**src/rtl/multi_cycle_mips_control_fsm_pkg.sv**
```systemverilog
// Shared opcodes, state encoding and control-vector layout for the multi-cycle MIPS controller.
// Optional MIPS_PERF_CNT_EN adds cycle/retired-instruction counters (see top and interface).
package mips_ctrl_pkg;

  localparam logic [5:0] OPC_RTYPE = 6'b000000;
  localparam logic [5:0] OPC_LW    = 6'b100011;
  localparam logic [5:0] OPC_SW    = 6'b101011;
  localparam logic [5:0] OPC_BEQ   = 6'b000100;
  localparam logic [5:0] OPC_ADDI  = 6'b001000;
  localparam logic [5:0] OPC_J     = 6'b000010;

  localparam logic [1:0] SRC_B_REG     = 2'b00;
  localparam logic [1:0] SRC_B_FOUR    = 2'b01;
  localparam logic [1:0] SRC_B_IMM     = 2'b10;
  localparam logic [1:0] SRC_B_IMM_SH2 = 2'b11;

  localparam logic [1:0] ALU_OP_ADD   = 2'b00;
  localparam logic [1:0] ALU_OP_SUB   = 2'b01;
  localparam logic [1:0] ALU_OP_FUNCT = 2'b10;

  localparam logic [1:0] PC_SRC_ALU     = 2'b00;
  localparam logic [1:0] PC_SRC_ALU_OUT = 2'b01;
  localparam logic [1:0] PC_SRC_JUMP    = 2'b10;

  typedef enum logic [3:0] {
    S_FETCH     = 4'd0,
    S_DECODE    = 4'd1,
    S_MEM_ADR   = 4'd2,
    S_MEM_READ  = 4'd3,
    S_MEM_WB    = 4'd4,
    S_MEM_WRITE = 4'd5,
    S_EXECUTE   = 4'd6,
    S_ALU_WB    = 4'd7,
    S_BRANCH    = 4'd8,
    S_ADDI_EXEC = 4'd9,
    S_ADDI_WB   = 4'd10,
    S_JUMP      = 4'd11,
    S_ILLEGAL   = 4'd12
  } state_t;

  // Raw per-state controls; mem_gated marks states whose enables wait on MEM_READY.
  typedef struct packed {
    logic       ior_d;
    logic       ir_wr;
    logic       pc_write;
    logic       branch;
    logic       mem_wr;
    logic       rf_wr;
    logic       wd3_sel;
    logic       a3_sel;
    logic       src_a;
    logic [1:0] src_b;
    logic [1:0] alu_op;
    logic [1:0] pc_src;
    logic       done;
    logic       mem_gated;
  } ctrl_t;

endpackage

```
**src/rtl/multi_cycle_mips_control_fsm_if.sv**
```systemverilog
// Controller <-> datapath control bundle; master is the controller side.
// MIPS_PERF_CNT_EN adds the CYCLE_COUNT / INSTR_RETIRED outputs.
interface multi_cycle_mips_control_fsm_if #(
  parameter int OPC_WIDTH = 6
);
  logic [OPC_WIDTH-1:0] OP_CODE;
  logic                 ZERO;
  logic                 MEM_READY;
  logic                 PC_EN;
  logic                 IOR_D_SEL;
  logic                 IR_WR_EN;
  logic                 DATA_MEM_WR_EN;
  logic                 REG_FILE_WR_EN;
  logic                 REG_FILE_WD3_SEL;
  logic                 REG_FILE_A3_SEL;
  logic                 ALU_SRC_A_SEL;
  logic [1:0]           ALU_SRC_B_SEL;
  logic [1:0]           ALU_OP;
  logic [1:0]           PC_SRC_SEL;
  logic                 INSTR_DONE;
  logic                 ILLEGAL_OP;
`ifdef MIPS_PERF_CNT_EN
  logic [31:0]          CYCLE_COUNT;
  logic [31:0]          INSTR_RETIRED;
`endif

  modport master (
    input  OP_CODE, ZERO, MEM_READY,
    output PC_EN, IOR_D_SEL, IR_WR_EN, DATA_MEM_WR_EN, REG_FILE_WR_EN,
           REG_FILE_WD3_SEL, REG_FILE_A3_SEL, ALU_SRC_A_SEL, ALU_SRC_B_SEL,
           ALU_OP, PC_SRC_SEL, INSTR_DONE, ILLEGAL_OP
`ifdef MIPS_PERF_CNT_EN
    , output CYCLE_COUNT, INSTR_RETIRED
`endif
  );

  modport slave (
    output OP_CODE, ZERO, MEM_READY,
    input  PC_EN, IOR_D_SEL, IR_WR_EN, DATA_MEM_WR_EN, REG_FILE_WR_EN,
           REG_FILE_WD3_SEL, REG_FILE_A3_SEL, ALU_SRC_A_SEL, ALU_SRC_B_SEL,
           ALU_OP, PC_SRC_SEL, INSTR_DONE, ILLEGAL_OP
`ifdef MIPS_PERF_CNT_EN
    , input CYCLE_COUNT, INSTR_RETIRED
`endif
  );
endinterface

```
**src/rtl/multi_cycle_mips_control_fsm_out_decode.sv**
```systemverilog
// Pure state -> raw control-vector lookup; no gating by MEM_READY, ZERO or reset.
module mips_ctrl_out_decode
  import mips_ctrl_pkg::*;
(
  input  state_t state,
  output ctrl_t  ctrl
);

  always_comb begin
    ctrl = '0;
    case (state)
      S_FETCH: begin
        ctrl.ir_wr     = 1'b1;
        ctrl.pc_write  = 1'b1;
        ctrl.src_b     = SRC_B_FOUR;
        ctrl.mem_gated = 1'b1;
      end
      S_DECODE:    ctrl.src_b = SRC_B_IMM_SH2;
      S_MEM_ADR: begin
        ctrl.src_a = 1'b1;
        ctrl.src_b = SRC_B_IMM;
      end
      S_MEM_READ: begin
        ctrl.ior_d     = 1'b1;
        ctrl.mem_gated = 1'b1;
      end
      S_MEM_WB: begin
        ctrl.rf_wr   = 1'b1;
        ctrl.wd3_sel = 1'b1;
        ctrl.done    = 1'b1;
      end
      S_MEM_WRITE: begin
        ctrl.ior_d     = 1'b1;
        ctrl.mem_wr    = 1'b1;
        ctrl.done      = 1'b1;
        ctrl.mem_gated = 1'b1;
      end
      S_EXECUTE: begin
        ctrl.src_a  = 1'b1;
        ctrl.src_b  = SRC_B_REG;
        ctrl.alu_op = ALU_OP_FUNCT;
      end
      S_ALU_WB: begin
        ctrl.rf_wr  = 1'b1;
        ctrl.a3_sel = 1'b1;
        ctrl.done   = 1'b1;
      end
      S_BRANCH: begin
        ctrl.src_a  = 1'b1;
        ctrl.alu_op = ALU_OP_SUB;
        ctrl.pc_src = PC_SRC_ALU_OUT;
        ctrl.branch = 1'b1;
        ctrl.done   = 1'b1;
      end
      S_ADDI_EXEC: begin
        ctrl.src_a = 1'b1;
        ctrl.src_b = SRC_B_IMM;
      end
      S_ADDI_WB: begin
        ctrl.rf_wr = 1'b1;
        ctrl.done  = 1'b1;
      end
      S_JUMP: begin
        ctrl.pc_src   = PC_SRC_JUMP;
        ctrl.pc_write = 1'b1;
        ctrl.done     = 1'b1;
      end
      default: ctrl = '0;
    endcase
  end

endmodule

```
**src/rtl/multi_cycle_mips_control_fsm.sv**
```systemverilog
// Multi-cycle MIPS sequencer: fetch/decode/execute/mem/writeback with MEM_READY wait states.
// Optional MIPS_PERF_CNT_EN adds free-running cycle and retired-instruction counters.
module multi_cycle_mips_control_fsm
  import mips_ctrl_pkg::*;
#(
  parameter int OPC_WIDTH = 6
) (
  input logic                          CLK,
  input logic                          RST,
  multi_cycle_mips_control_fsm_if.master bus
);

  state_t state;
  state_t dec_state;
  ctrl_t  ctrl;
  logic   illegal_q;
  logic   mem_ok;
  logic   instr_done;

  always_ff @(posedge CLK) begin
    if (RST) begin
      state     <= S_FETCH;
      illegal_q <= 1'b0;
    end else begin
      case (state)
        S_FETCH:    if (bus.MEM_READY) state <= S_DECODE;
        S_DECODE: begin
          case (bus.OP_CODE)
            OPC_WIDTH'(OPC_RTYPE): state <= S_EXECUTE;
            OPC_WIDTH'(OPC_LW),
            OPC_WIDTH'(OPC_SW):    state <= S_MEM_ADR;
            OPC_WIDTH'(OPC_BEQ):   state <= S_BRANCH;
            OPC_WIDTH'(OPC_ADDI):  state <= S_ADDI_EXEC;
            OPC_WIDTH'(OPC_J):     state <= S_JUMP;
            default: begin
              state     <= S_ILLEGAL;
              illegal_q <= 1'b1;
            end
          endcase
        end
        S_MEM_ADR: begin
          // Opcode is held in the IR, so it still selects load vs store here.
          if (bus.OP_CODE == OPC_WIDTH'(OPC_SW))      state <= S_MEM_WRITE;
          else if (bus.OP_CODE == OPC_WIDTH'(OPC_LW)) state <= S_MEM_READ;
          else begin
            state     <= S_ILLEGAL;
            illegal_q <= 1'b1;
          end
        end
        S_MEM_READ:  if (bus.MEM_READY) state <= S_MEM_WB;
        S_MEM_WRITE: if (bus.MEM_READY) state <= S_FETCH;
        S_EXECUTE:   state <= S_ALU_WB;
        S_ADDI_EXEC: state <= S_ADDI_WB;
        S_MEM_WB, S_ALU_WB, S_BRANCH, S_ADDI_WB, S_JUMP:
                     state <= S_FETCH;
        S_ILLEGAL:   state <= S_ILLEGAL;
        default: begin
          state     <= S_ILLEGAL;
          illegal_q <= 1'b1;
        end
      endcase
    end
  end

  // While in reset the muxes already present FETCH settings.
  assign dec_state = RST ? S_FETCH : state;

  mips_ctrl_out_decode u_out_decode (
    .state (dec_state),
    .ctrl  (ctrl)
  );

  assign mem_ok     = ~ctrl.mem_gated | bus.MEM_READY;
  assign instr_done = ~RST & ctrl.done & mem_ok;

  assign bus.PC_EN            = ~RST & ((ctrl.pc_write & mem_ok) | (ctrl.branch & bus.ZERO));
  assign bus.IR_WR_EN         = ~RST & ctrl.ir_wr & mem_ok;
  assign bus.DATA_MEM_WR_EN   = ~RST & ctrl.mem_wr;
  assign bus.REG_FILE_WR_EN   = ~RST & ctrl.rf_wr;
  assign bus.INSTR_DONE       = instr_done;
  assign bus.IOR_D_SEL        = ctrl.ior_d;
  assign bus.REG_FILE_WD3_SEL = ctrl.wd3_sel;
  assign bus.REG_FILE_A3_SEL  = ctrl.a3_sel;
  assign bus.ALU_SRC_A_SEL    = ctrl.src_a;
  assign bus.ALU_SRC_B_SEL    = ctrl.src_b;
  assign bus.ALU_OP           = ctrl.alu_op;
  assign bus.PC_SRC_SEL       = ctrl.pc_src;
  assign bus.ILLEGAL_OP       = illegal_q;

`ifdef MIPS_PERF_CNT_EN
  logic [31:0] cycle_cnt;
  logic [31:0] retired_cnt;

  always_ff @(posedge CLK) begin
    if (RST) begin
      cycle_cnt   <= '0;
      retired_cnt <= '0;
    end else if (state != S_ILLEGAL) begin
      cycle_cnt <= cycle_cnt + 32'd1;
      if (instr_done) retired_cnt <= retired_cnt + 32'd1;
    end
  end

  assign bus.CYCLE_COUNT   = cycle_cnt;
  assign bus.INSTR_RETIRED = retired_cnt;
`endif

endmodule

```
**src/flat_wrapper.sv**
```systemverilog
// flat-port wrapper written by rule: the top's interface ports become plain ports
module multi_cycle_mips_control_fsm_flat import mips_ctrl_pkg::*;
#(
  parameter int OPC_WIDTH = 6
)
  (CLK, RST, bus_OP_CODE, bus_ZERO, bus_MEM_READY, bus_PC_EN, bus_IOR_D_SEL, bus_IR_WR_EN, bus_DATA_MEM_WR_EN, bus_REG_FILE_WR_EN, bus_REG_FILE_WD3_SEL, bus_REG_FILE_A3_SEL, bus_ALU_SRC_A_SEL, bus_ALU_SRC_B_SEL, bus_ALU_OP, bus_PC_SRC_SEL, bus_INSTR_DONE, bus_ILLEGAL_OP);
  multi_cycle_mips_control_fsm_if #(.OPC_WIDTH(OPC_WIDTH)) bus_i ();
  input logic CLK;
  input logic RST;
  input wire logic [$bits(bus_i.OP_CODE)-1:0] bus_OP_CODE;
  input wire logic [$bits(bus_i.ZERO)-1:0] bus_ZERO;
  input wire logic [$bits(bus_i.MEM_READY)-1:0] bus_MEM_READY;
  output wire logic [$bits(bus_i.PC_EN)-1:0] bus_PC_EN;
  output wire logic [$bits(bus_i.IOR_D_SEL)-1:0] bus_IOR_D_SEL;
  output wire logic [$bits(bus_i.IR_WR_EN)-1:0] bus_IR_WR_EN;
  output wire logic [$bits(bus_i.DATA_MEM_WR_EN)-1:0] bus_DATA_MEM_WR_EN;
  output wire logic [$bits(bus_i.REG_FILE_WR_EN)-1:0] bus_REG_FILE_WR_EN;
  output wire logic [$bits(bus_i.REG_FILE_WD3_SEL)-1:0] bus_REG_FILE_WD3_SEL;
  output wire logic [$bits(bus_i.REG_FILE_A3_SEL)-1:0] bus_REG_FILE_A3_SEL;
  output wire logic [$bits(bus_i.ALU_SRC_A_SEL)-1:0] bus_ALU_SRC_A_SEL;
  output wire logic [$bits(bus_i.ALU_SRC_B_SEL)-1:0] bus_ALU_SRC_B_SEL;
  output wire logic [$bits(bus_i.ALU_OP)-1:0] bus_ALU_OP;
  output wire logic [$bits(bus_i.PC_SRC_SEL)-1:0] bus_PC_SRC_SEL;
  output wire logic [$bits(bus_i.INSTR_DONE)-1:0] bus_INSTR_DONE;
  output wire logic [$bits(bus_i.ILLEGAL_OP)-1:0] bus_ILLEGAL_OP;
  assign bus_i.OP_CODE = bus_OP_CODE;
  assign bus_i.ZERO = bus_ZERO;
  assign bus_i.MEM_READY = bus_MEM_READY;
  assign bus_PC_EN = bus_i.PC_EN;
  assign bus_IOR_D_SEL = bus_i.IOR_D_SEL;
  assign bus_IR_WR_EN = bus_i.IR_WR_EN;
  assign bus_DATA_MEM_WR_EN = bus_i.DATA_MEM_WR_EN;
  assign bus_REG_FILE_WR_EN = bus_i.REG_FILE_WR_EN;
  assign bus_REG_FILE_WD3_SEL = bus_i.REG_FILE_WD3_SEL;
  assign bus_REG_FILE_A3_SEL = bus_i.REG_FILE_A3_SEL;
  assign bus_ALU_SRC_A_SEL = bus_i.ALU_SRC_A_SEL;
  assign bus_ALU_SRC_B_SEL = bus_i.ALU_SRC_B_SEL;
  assign bus_ALU_OP = bus_i.ALU_OP;
  assign bus_PC_SRC_SEL = bus_i.PC_SRC_SEL;
  assign bus_INSTR_DONE = bus_i.INSTR_DONE;
  assign bus_ILLEGAL_OP = bus_i.ILLEGAL_OP;
  multi_cycle_mips_control_fsm #(.OPC_WIDTH(OPC_WIDTH)) u_core (.CLK(CLK), .RST(RST), .bus(bus_i));
endmodule
```
**config.mk**
```make
export PLATFORM = sky130hd
export DESIGN_NAME = multi_cycle_mips_control_fsm_flat
export DESIGN_NICKNAME = d
export VERILOG_FILES = /design/src/rtl/multi_cycle_mips_control_fsm_pkg.sv /design/src/rtl/multi_cycle_mips_control_fsm_if.sv /design/src/rtl/multi_cycle_mips_control_fsm_out_decode.sv /design/src/rtl/multi_cycle_mips_control_fsm.sv /design/src/flat_wrapper.sv
export SDC_FILE = /design/constraint.sdc
export NUM_CORES = 1
export LEC_CHECK = 0
export ABC_CLOCK_PERIOD_IN_PS = 3600
export CAP_MARGIN = 20
export CORE_MARGIN = 3
export CORE_UTILIZATION = 46
export DETAILED_ROUTE_END_ITERATION = 6
export PLACE_DENSITY = 0.83
export SLEW_MARGIN = 20
export SYNTH_ARGS = -nofsm -noshare
export SYNTH_HDL_FRONTEND = slang
export SYNTH_SLANG_ARGS = --single-unit
```
**constraint.sdc**
```tcl
create_clock -name CLK -period 3.6 [get_ports CLK]
set_clock_uncertainty 0.2 [all_clocks]
set_input_delay 0.36 -clock CLK [delete_from_list [all_inputs] [get_ports CLK]]
set_output_delay 0.36 -clock CLK [all_outputs]
set_load 0.05 [all_outputs]
```
==> reports/metrics.yaml, run 1 <==
outcome: "finished clean"
grt_max_degree: 23
worst-path-max-fanout: 21
setup_slack_ps: 573
cts_buffers: 3
peakVddDrop_v: 0.000204
grt_overflow: 0
comb_power_share_pct: 48.7
io_pins: 26
critPathArrivalTime_ps: 2470
tns_ps: 0
core-area_mm2: 0.00135
synth_top_area_share_pct: 14.4
cts.sinks: 5
yosysWarnings: 0
dr.pass1.iters: 4
syn_area_um2: 694
worstSetupPathType: "register to output pin"
required_ps: 3040
final_common_cell: "clkdlybuf4s50_1"
total_leakage_power_nw: 0.288
slew-limit-headroom_pct: 53.8
crit_chain: "nand2b_1 > or3_1 > a21oi_1 > clkdlybuf4s50_1"
ant_nets: 0
synth_area_leaders: "dfxtp_1 (14%), a21oi_1 (5.8%), nor4_1 (5.4%)"
grt_pass1_wl_mm: 3.06
p_seq_share_pct: 28.2
cts_tree: "yes"
internal-power_mw: 0.161
portBuffers: 25
antenna_found_initial: 0
worst_pin_slew_ps: 692
num_rows: 13
initial_core_util_pct: 51.4
cts_root_buf: "clkbuf_4"
synth_top_area_cell: "dfxtp_1"
critPathMaxStageDelay_ps: 820
num_antenna_cells: 0
pre_cts_slack_ps: 670
post_drt_wl_per_cell_um: 13.8
routed_wl_mm: 1.85
net-switching-power_mw: 0.130
dieArea_mm2: 0.00201
viasPerCell: 6.18
r2r_slack_ps: 1360
cts_buffer_depth: 2
dp_hpwl_mm: 1.33
synth_seq_cells: 5
cts_max_level: 1
drv_cap: 0
max_freq_mhz: 330
rsz0062_at_grt: "false"
final_cell_mix: "clkdlybuf4s50_1 (25), a21oi_1 (8), nor2_1 (7), nor4_1 (6), nor3_1 (6)"
synthCells: 102
critPathTopFamily: "buffers and inverters"
worstHoldPathType: "register to register"
crit_buf_inv: 1
ctsResizeCount: 0
die_height_um: 44.9
drc: 0
holdBufCountCts: 0
hold_viol: 0
areaGrowthSynthToFinish_pct: 34.8
setup.worst_path.start_class: "register"
cts.clk_slew.worst_paths_ps: 50
p_per_area_mw_per_mm2: 311
synth.avg_cell_area_um2: 6.81
yosysUniqueCellTypes: 40
place_area_um2: 910
yosysSeqAreaShare_pct: 14.4
post_cts_buffers: 0
pwr-share-clk_pct: 23.2
vias: 828
worst_setup_path_end_kind: "output pin"
grt_pass1_vias: 698
routabilityCongestion: 0.812
setup-violations-final: 0
fp.dieW_um: 44.9
clk-insertion-delay-late_ps: 250
fillers: 121
sw_frac_of_total_pct: 44.7
slew_violations: 0
fin_nets: 130
period_minus_slack_ps: 3030
drive_gt1_share_pct: 5.04
cp_slowest_cell: "clkdlybuf4s50_1"
grtUsageTotal_pct: 19.9
final_area_um2: 936
synth_nets: 112
drtIter0Drc: 37
period_share_pct: 84.1
## layer usage
layer / track usage (%) / vias to the layer above / share of wire, %
li1: - / 428 / -
met5: 0 / - / 0
met3: 5.18 / 2 / 8.1
met4: 7.60 / 0 / 0.87
met2: 29.5 / 34 / 44
met1: 27.5 / 364 / 47
## area by class of cell
cell class              count  area, um2  area share (%)
clock buffers               4       26.3            2.81
repair buffers             26        258            27.5
inverters                   3       11.3            1.20
flip-flops and latches      5        100            10.7
multi-input cells          81        522            55.7
well taps                  15       18.8            2.01
## cell usage after synthesis
cell	n
or2_1	2
o21ai_1	1
o31ai_1	1
a21bo_1	1
nor2b_1	2
a21o_1	2
clkbuf_1	7
and3_1	3
a311o_1	1
nand2_1	3
xor2_1	1
o311ai_1	1
nor4_1	6
xnor2_1	2
buf_2	4
o2111a_1	1
dfxtp_1	5
a21oi_1	8
nor3b_1	1
nor3_1	6
o211ai_1	2
inv_1	2
o31a_1	2
buf_1	1
a211oi_1	1
nand2b_1	5
a221oi_1	2
nor2_1	7
maj3_1	1
inv_2	1
or4_1	1
mux2i_1	1
or3_1	2
o32ai_2	1
or2_0	1
a31oi_1	3
o41ai_1	3
buf_6	1
nand3_1	3
o21ai_0	4
## registers in the layout, summed over array words and instances (netlist names)
name and cells:
u_core.state 4, u_core.bus.ILLEGAL_OP 1
## tightest hold or removal path, cell delays in order (launching register included)
cell and delay, ps:
dfxtp_1 320, a31oi_1 40, a31oi_1 140
## cells by family after synthesis
kind of cell               count (synthesis)  share of synthesized area, %
AOI/OAI and AO/OA                         34                          35.5
and+or+nand+nor                           42                          33.0
buffers and inverters                     16                          10.5
adders and majority gates                  1                          1.44
xor gates and xnor gates                   3                          3.78
muxes                                      1                          1.44
DFF                                        5                          14.4
## stage by stage
stage          hold slack [ps]  cells  util [%]  power [mW]
2_1_floorplan              349    102         -       0.182
3_3_place_gp               336    130      67.4       0.222
3_5_place_dp               349    130      67.4       0.224
4_1_cts                    360    134      69.3       0.295
5_1_grt                    405    134      69.3       0.311
6_report                   346    134      69.3       0.291
## final timing paths
check / start / end / cells past startpoint
min: u_core.bus.ILLEGAL_OP$_SDFFE_PP0P_ / u_core.bus.ILLEGAL_OP$_SDFFE_PP0P_ / 2
max reg2reg: u_core.state[0]$_SDFFE_PP0P_ / u_core.state[0]$_SDFFE_PP0P_ / 4
max: u_core.state[2]$_SDFFE_PP0P_ / bus_REG_FILE_WR_EN / 4
min reg2reg: u_core.bus.ILLEGAL_OP$_SDFFE_PP0P_ / u_core.bus.ILLEGAL_OP$_SDFFE_PP0P_ / 2
## power groups by stage
stage	registers, mW	clock network (mW)	logic (mW)
CTS	0.0813	0.0720	0.142
global placement	0.0818	0	0.140
floorplan	0.0689	0	0.113
finish	0.0821	0.0676	0.142
global route	0.0843	0.0731	0.154
detailed placement	0.0824	0	0.142
(Power assumes the default switching activity.)
==> run 2, diff against run 1 <==
Settings changed: ABC_CLOCK_PERIOD_IN_PS 3600 to 2500, CORE_UTILIZATION 46 to 39, PLACE_DENSITY 0.83 to 0.75.
Clock period 3.6 ns to 2.5 ns, I/O delays scaled along.
==> reports/metrics.yaml, run 2 (synthesis gave the netlist of run 1 again) <==
worst-path-max-fanout: 15  # was 21
final_common_cell: "buf_12"  # was clkdlybuf4s50_1
viasPerCell: 5.92  # was 6.18
drive_gt1_share_pct: 22.6  # was 5.04%
critPathArrivalTime_ps: 1780  # was 2470 ps
ctsResizeCount: 0  # unchanged
antenna_found_initial: 0  # unchanged
worstSetupPathType: "register to output pin"  # unchanged
cts_buffer_depth: 2  # unchanged
dp_hpwl_mm: 1.58  # was 1.33 mm
initial_core_util_pct: 43.6  # was 51.4%
critPathMaxStageDelay_ps: 620  # was 820 ps
clk-insertion-delay-late_ps: 230  # was 250 ps
cts_max_level: 1  # unchanged
rsz0062_at_grt: "false"  # unchanged
worst_pin_slew_ps: 508  # was 692 ps
post_drt_wl_per_cell_um: 14.1  # was 13.8 um
routed_wl_mm: 2.09  # was 1.85 mm
dp.cells: 144  # was 130
slew-limit-headroom_pct: 65.8  # was 53.8%
fp.dieW_um: 48.2  # was 44.9 um
worstHoldPathType: "register to register"  # unchanged
drv_cap: 0  # unchanged
vias: 876  # was 828
cts_tree: "yes"  # unchanged
cts_buffers: 3  # unchanged
grt_overflow: 0  # unchanged
dieArea_mm2: 0.00232  # was 0.00201 mm2
num_rows: 14  # was 13
core-area_mm2: 0.00159  # was 0.00135 mm2
period_share_pct: 89.1
peakVddDrop_v: 0.000463  # was 0.000204 V
setup.worst_path.start_class: "register"  # unchanged
drc: 0  # unchanged
cts_root_buf: "clkbuf_4"  # unchanged
final_cell_mix: "buf_12 (15), clkdlybuf4s50_1 (10), a21oi_1 (8), nor2_1 (7), buf_4 (6)"  # was clkdlybuf4s50_1 (25), a21oi_1 (8), nor2_1 (7), nor4_1 (6), nor3_1 (6)
fin_nets: 135  # was 130
setup-violations-final: 0  # unchanged
crit_chain: "buf_4 > a21oi_1 > nor4_2 > buf_12"  # was nand2b_1 > or3_1 > a21oi_1 > clkdlybuf4s50_1
grt_pass1_vias: 774  # was 698
max_freq_mhz: 449
hold_viol: 0  # unchanged
required_ps: 2050  # was 3040 ps
cts.clk_slew.worst_paths_ps: 40  # was 50 ps
grt_max_degree: 21  # was 23
period_minus_slack_ps: 2230
cts.sinks: 5  # unchanged
grtUsageTotal_pct: 19.5  # was 19.9%
dr.pass1.iters: 4  # unchanged
drtIter0Drc: 23  # was 37
slew_violations: 0  # unchanged
ant_nets: 0  # unchanged
holdBufCountCts: 0  # unchanged
io_pins: 26  # unchanged
p_per_area_mw_per_mm2: 402  # was 311 mW/mm2
num_antenna_cells: 0  # unchanged
largest_reg_flops: 4  # unchanged
post_cts_buffers: 0  # unchanged
cp_slowest_cell: "dfxtp_1"  # was clkdlybuf4s50_1
grt_pass1_wl_mm: 3.31  # was 3.06 mm
regMostFlops: "u_core.state"  # unchanged
outcome: "finished clean"  # unchanged
portBuffers: 25  # unchanged
total_power_mw: 0.460  # was 0.291 mW
fin_cells: 148  # was 134
worst_setup_path_end_kind: "output pin"  # unchanged
routabilityCongestion: 0.876  # was 0.812
die_height_um: 48.2  # was 44.9 um
areaGrowthSynthToFinish_pct: 65.0  # was 34.8%
total_leakage_power_nw: 0.390  # was 0.288 nW
==> run 2: changes by cell type in the layout (fill, tap and decap cells not counted), sizes merged <==
cell and delta:
clkdlybuf4s50 -15, buf +20
==> run 2: area by class of cell <==
class	count	area (um2)
multi-input combinational	81	533
fill	132	448
tap	24	30.0
inverter	3	11.3
sequential	5	100
clock buffer	4	26.3
timing repair buffer	31	445
==> run 2: report_power, final <==
part,switching (mW),internal (mW)
registers,0.0142,0.0878
clock network,0.0310,0.0602
logic,0.149,0.118
==> run 2: worst paths after layout <==
path	start	to	slack [ps]	cells past startpoint
setup / recovery	u_core.state[2]$_SDFFE_PP0P_	bus_INSTR_DONE	270	4
hold / removal	u_core.bus.ILLEGAL_OP$_SDFFE_PP0P_	u_core.bus.ILLEGAL_OP$_SDFFE_PP0P_	340	2
setup reg to reg	u_core.state[2]$_SDFFE_PP0P_	u_core.state[2]$_SDFFE_PP0P_	620	5
hold reg to reg	u_core.bus.ILLEGAL_OP$_SDFFE_PP0P_	u_core.bus.ILLEGAL_OP$_SDFFE_PP0P_	340	2
==> run 2: through the flow <==
stage	setup TNS (ps)	utilization, %	area, um2	setup WS [ps]	hold slack, ps
after detailed placement	0	70.3	1120	403	329
after floorplan	-453	-	706	-151	239
after global placement	0	70.3	1120	458	334
after CTS	0	71.9	1150	266	338
after global routing	0	71.9	1150	123	394
final	0	71.9	1150	273	339
==> run 2: critical path: cells and delay by family (launching register included) <==
kind,cells,cell delay (ps)
and+or+nand+nor,1,350
DFF,1,620
AOI/OAI and AO/OA,1,90
buffers and inverters,2,460
==> run 2: per-layer routing <==
metal  GRT usage [%]  part of all wire [%]  up-vias
met5               0                     0        -
met1            22.5                    41      410
met2            36.7                    52       37
met3            5.54                   7.2        0
met4            1.08                     0        0
li1                -                     -      429
==> run 3, diff against run 2 <==
Settings changed: ABC_AREA from default to 1, CORE_UTILIZATION 39 to 38, PLACE_DENSITY 0.75 to 0.74.
==> reports/metrics.yaml, run 3 <==
clk-insertion-delay-late_ps: 240  # was 230 ps
die_height_um: 47.4  # was 48.2 um
initial_core_util_pct: 41.8  # was 43.6%
rsz0062_at_grt: "false"  # unchanged
drive_gt1_share_pct: 27.9  # was 22.6%
drc: 0  # unchanged
peakVddDrop_v: 0.000854  # was 0.000463 V
cts.clk_slew.worst_paths_ps: 40  # about the same
total_leakage_power_nw: 0.498  # was 0.390 nW
yosysUniqueCellTypes: 19  # was 40
grt_overflow: 0  # unchanged
drtIter0Drc: 26  # was 23
cts_max_level: 1  # unchanged
p_seq_share_pct: 14.1  # was 22.2%
synth_area_leaders: "nor2_1 (18%), nand2_1 (16%), dfxtp_1 (15%)"  # was dfxtp_1 (14%), a21oi_1 (5.8%), nor4_1 (5.4%)
fillers: 136  # was 132
synth_top_area_share_pct: 17.9  # was 14.4%
grtUsageTotal_pct: 18.6  # was 19.5%
worstSetupPathType: "register to output pin"  # unchanged
synthCells: 123  # was 102
worstHoldPathType: "register to register"  # unchanged
pwr-share-clk_pct: 8.5  # was 19.8%
holdBufCountCts: 0  # unchanged
internal-power_mw: 0.471  # was 0.266 mW
drv_cap: 0  # unchanged
synthFlopType: "dfxtp_1"  # unchanged
sw_frac_of_total_pct: 56.1  # was 42.2%
synth_top_family_by_area: "simple AND/OR/NAND/NOR gates"  # was compound AO/OA/AOI/OAI gates
hold_viol: 0  # unchanged
crit_top_cell: "nand2_2"
yosysMostFrequentCell: "nor2_1"  # was a21oi_1
synth_simple_gate_area_share_pct: 59.1  # was 33.0%
cts_root_buf: "clkbuf_4"  # unchanged
tns_ps: 0  # unchanged
yosys.area_share.adder_pct: 0  # was 1.44%
yosysSeqAreaShare_pct: 15.4  # was 14.4%
grt_pass1_wl_mm: 2.98  # was 3.31 mm
worst_setup_path_end_kind: "output pin"  # unchanged
cp_slowest_cell: "dfxtp_1"  # unchanged
final_cell_mix: "nor2_1 (29), nand2_1 (27), inv_1 (16), clkdlybuf4s50_1 (10)"  # was buf_12 (15), clkdlybuf4s50_1 (10), a21oi_1 (8), nor2_1 (7), buf_4 (6)
cts_buffers: 3  # unchanged
worst-path-max-fanout: 6  # was 15
critPathArrivalTime_ps: 1710  # was 1780 ps
outcome: "finished clean"  # unchanged
r2r_slack_ps: 990  # was 620 ps
slew-limit-headroom_pct: 67.2  # was 65.8%
cts_tree: "yes"  # unchanged
synth_seq_cells: 5  # unchanged
required_ps: 2050  # about the same
worst_pin_slew_ps: 491  # was 508 ps
cts.sinks: 5  # unchanged
fin_cells: 170  # was 148
ctsResizeCount: 0  # unchanged
routabilityCongestion: 0.948  # was 0.876
dp.cells: 166  # was 144
max_freq_mhz: 463  # was 449 MHz
synth.avg_cell_area_um2: 5.30  # was 6.81 um2
portBuffers: 25  # unchanged
net-switching-power_mw: 0.603  # was 0.194 mW
syn_area_um2: 652  # was 694 um2
period_minus_slack_ps: 2160  # was 2230 ps
comb_power_share_pct: 77.4  # was 58.0%
grt_max_degree: 10  # was 21
cts_buffer_depth: 2  # unchanged
setup.worst_path.start_class: "register"  # unchanged
period_share_pct: 86.3  # was 89.1%
synth_xor_area_share_pct: 0  # was 3.78%
critPathMaxStageDelay_ps: 460  # was 620 ps
final_common_cell: "nor2_1"  # was buf_12
io_pins: 26  # unchanged
total_power_mw: 1.07  # was 0.460 mW
num_rows: 14  # unchanged
routed_wl_mm: 1.92  # was 2.09 mm
muxShareOfSynthArea_pct: 0  # was 1.44%
core-area_mm2: 0.00156  # was 0.00159 mm2
fp.dieW_um: 47.4  # was 48.2 um
regMostFlops: "u_core.state"  # unchanged
synth_compound_area_share_pct: 12.9  # was 35.5%
fin_nets: 165  # was 135
synth_top_area_cell: "nor2_1"  # was dfxtp_1
num_antenna_cells: 0  # unchanged
utilization_pct: 66.1  # was 71.9%
post_drt_wl_per_cell_um: 11.3  # was 14.1 um
viasPerCell: 5.16  # was 5.92
vias: 877  # was 876
dp_hpwl_mm: 1.63  # was 1.58 mm
async_reset_ff_share_pct: 0  # unchanged
post_cts_buffers: 0  # unchanged
synth_edf_count: 0  # unchanged
yosysWarnings: 0  # unchanged
p_per_area_mw_per_mm2: 1040  # was 402 mW/mm2
crit_chain: "inv_2 > nand2_2 > nor2_4 > nor2_4 > nand2_2 > nand2_4 > nand2_2 > o21ai_1 > buf_12"  # was buf_4 > a21oi_1 > nor4_2 > buf_12
grt_pass1_vias: 730  # was 774
dr.pass1.iters: 4  # unchanged
largest_reg_flops: 4  # unchanged
setup-violations-final: 0  # unchanged
antenna_found_initial: 0  # unchanged
dieArea_mm2: 0.00225  # was 0.00232 mm2
areaGrowthSynthToFinish_pct: 58.2  # was 65.0%
ant_nets: 0  # unchanged
synth_nets: 133  # was 112
slew_violations: 0  # unchanged
holdWs_ps: 256  # was 339 ps
synth_top_cells_by_count: "nor2_1 (31), nand2_1 (27), inv_1 (16), nand3_1 (9), inv_2 (6)"  # was a21oi_1 (8), clkbuf_1 (7), nor2_1 (7), nor3_1 (6), nor4_1 (6)
[run 3: metrics by stage]
step,worst slack [ps],area [um2]
after floorplan,-25.9,657
after detailed placement,359,1000
after global routing,225,1030
after CTS,349,1030
final,341,1030
after global placement,433,1000
[run 3: path summary, 6_finish.rpt]
| check | start | cells after the start | end |
|---|---|---|---|
| max | u_core.state[1]$_SDFFE_PP0P_ | 9 | bus_PC_EN |
| min | u_core.bus.ILLEGAL_OP$_SDFFE_PP0P_ | 2 | u_core.bus.ILLEGAL_OP$_SDFFE_PP0P_ |
| max reg2reg | u_core.state[1]$_SDFFE_PP0P_ | 8 | u_core.state[0]$_SDFFE_PP0P_ |
| min reg2reg | u_core.bus.ILLEGAL_OP$_SDFFE_PP0P_ | 2 | u_core.bus.ILLEGAL_OP$_SDFFE_PP0P_ |
[run 3: layout make-up]
type                    count  area (um2)  share of cell area [%]
inverters                  22        82.6                    8.01
flip-flops and latches      5         100                    9.71
clock buffers               4        26.3                    2.55
well taps                  16        20.0                    1.94
multi-input cells          96         474                    46.0
repair buffers             27         328                    31.8
[run 3: critical path: cells and delay by family, from the launching register on]
| kind | cells | cell delay, ps |
|---|---|---|
| and+or+nand+nor | 6 | 540 |
| buffers and inverters | 2 | 230 |
| AOI/OAI and AO/OA | 1 | 230 |
| DFF | 1 | 460 |
[run 3: kinds of logic (layout without fill, tap and decap cells)]
logic type,count (synthesis),in the layout
compound gates,14,14
buf+inv,22,53
flops,5,5
simple gates,82,82
[run 3: metal layers]
| layer | wire, um | global-route usage [%] | up-vias |
|---|---|---|---|
| met3 | 167 | 7.89 | 4 |
| met4 | 18 | 3.31 | 0 |
| met5 | 0 | 0 | - |
| met1 | 874 | 25.5 | 390 |
| met2 | 863 | 27.3 | 36 |
| li1 | - | - | 447 |
[run 3: power groups by stage]
stage | combinational, mW | sequential (mW) | clock (mW)
2_1_floorplan | 0.516 | 0.169 | 0
3_3_place_gp | 0.815 | 0.153 | 0
3_5_place_dp | 0.825 | 0.152 | 0
4_1_cts | 0.828 | 0.151 | 0.0942
5_1_grt | 0.883 | 0.155 | 0.0983
6_report | 0.831 | 0.151 | 0.0916
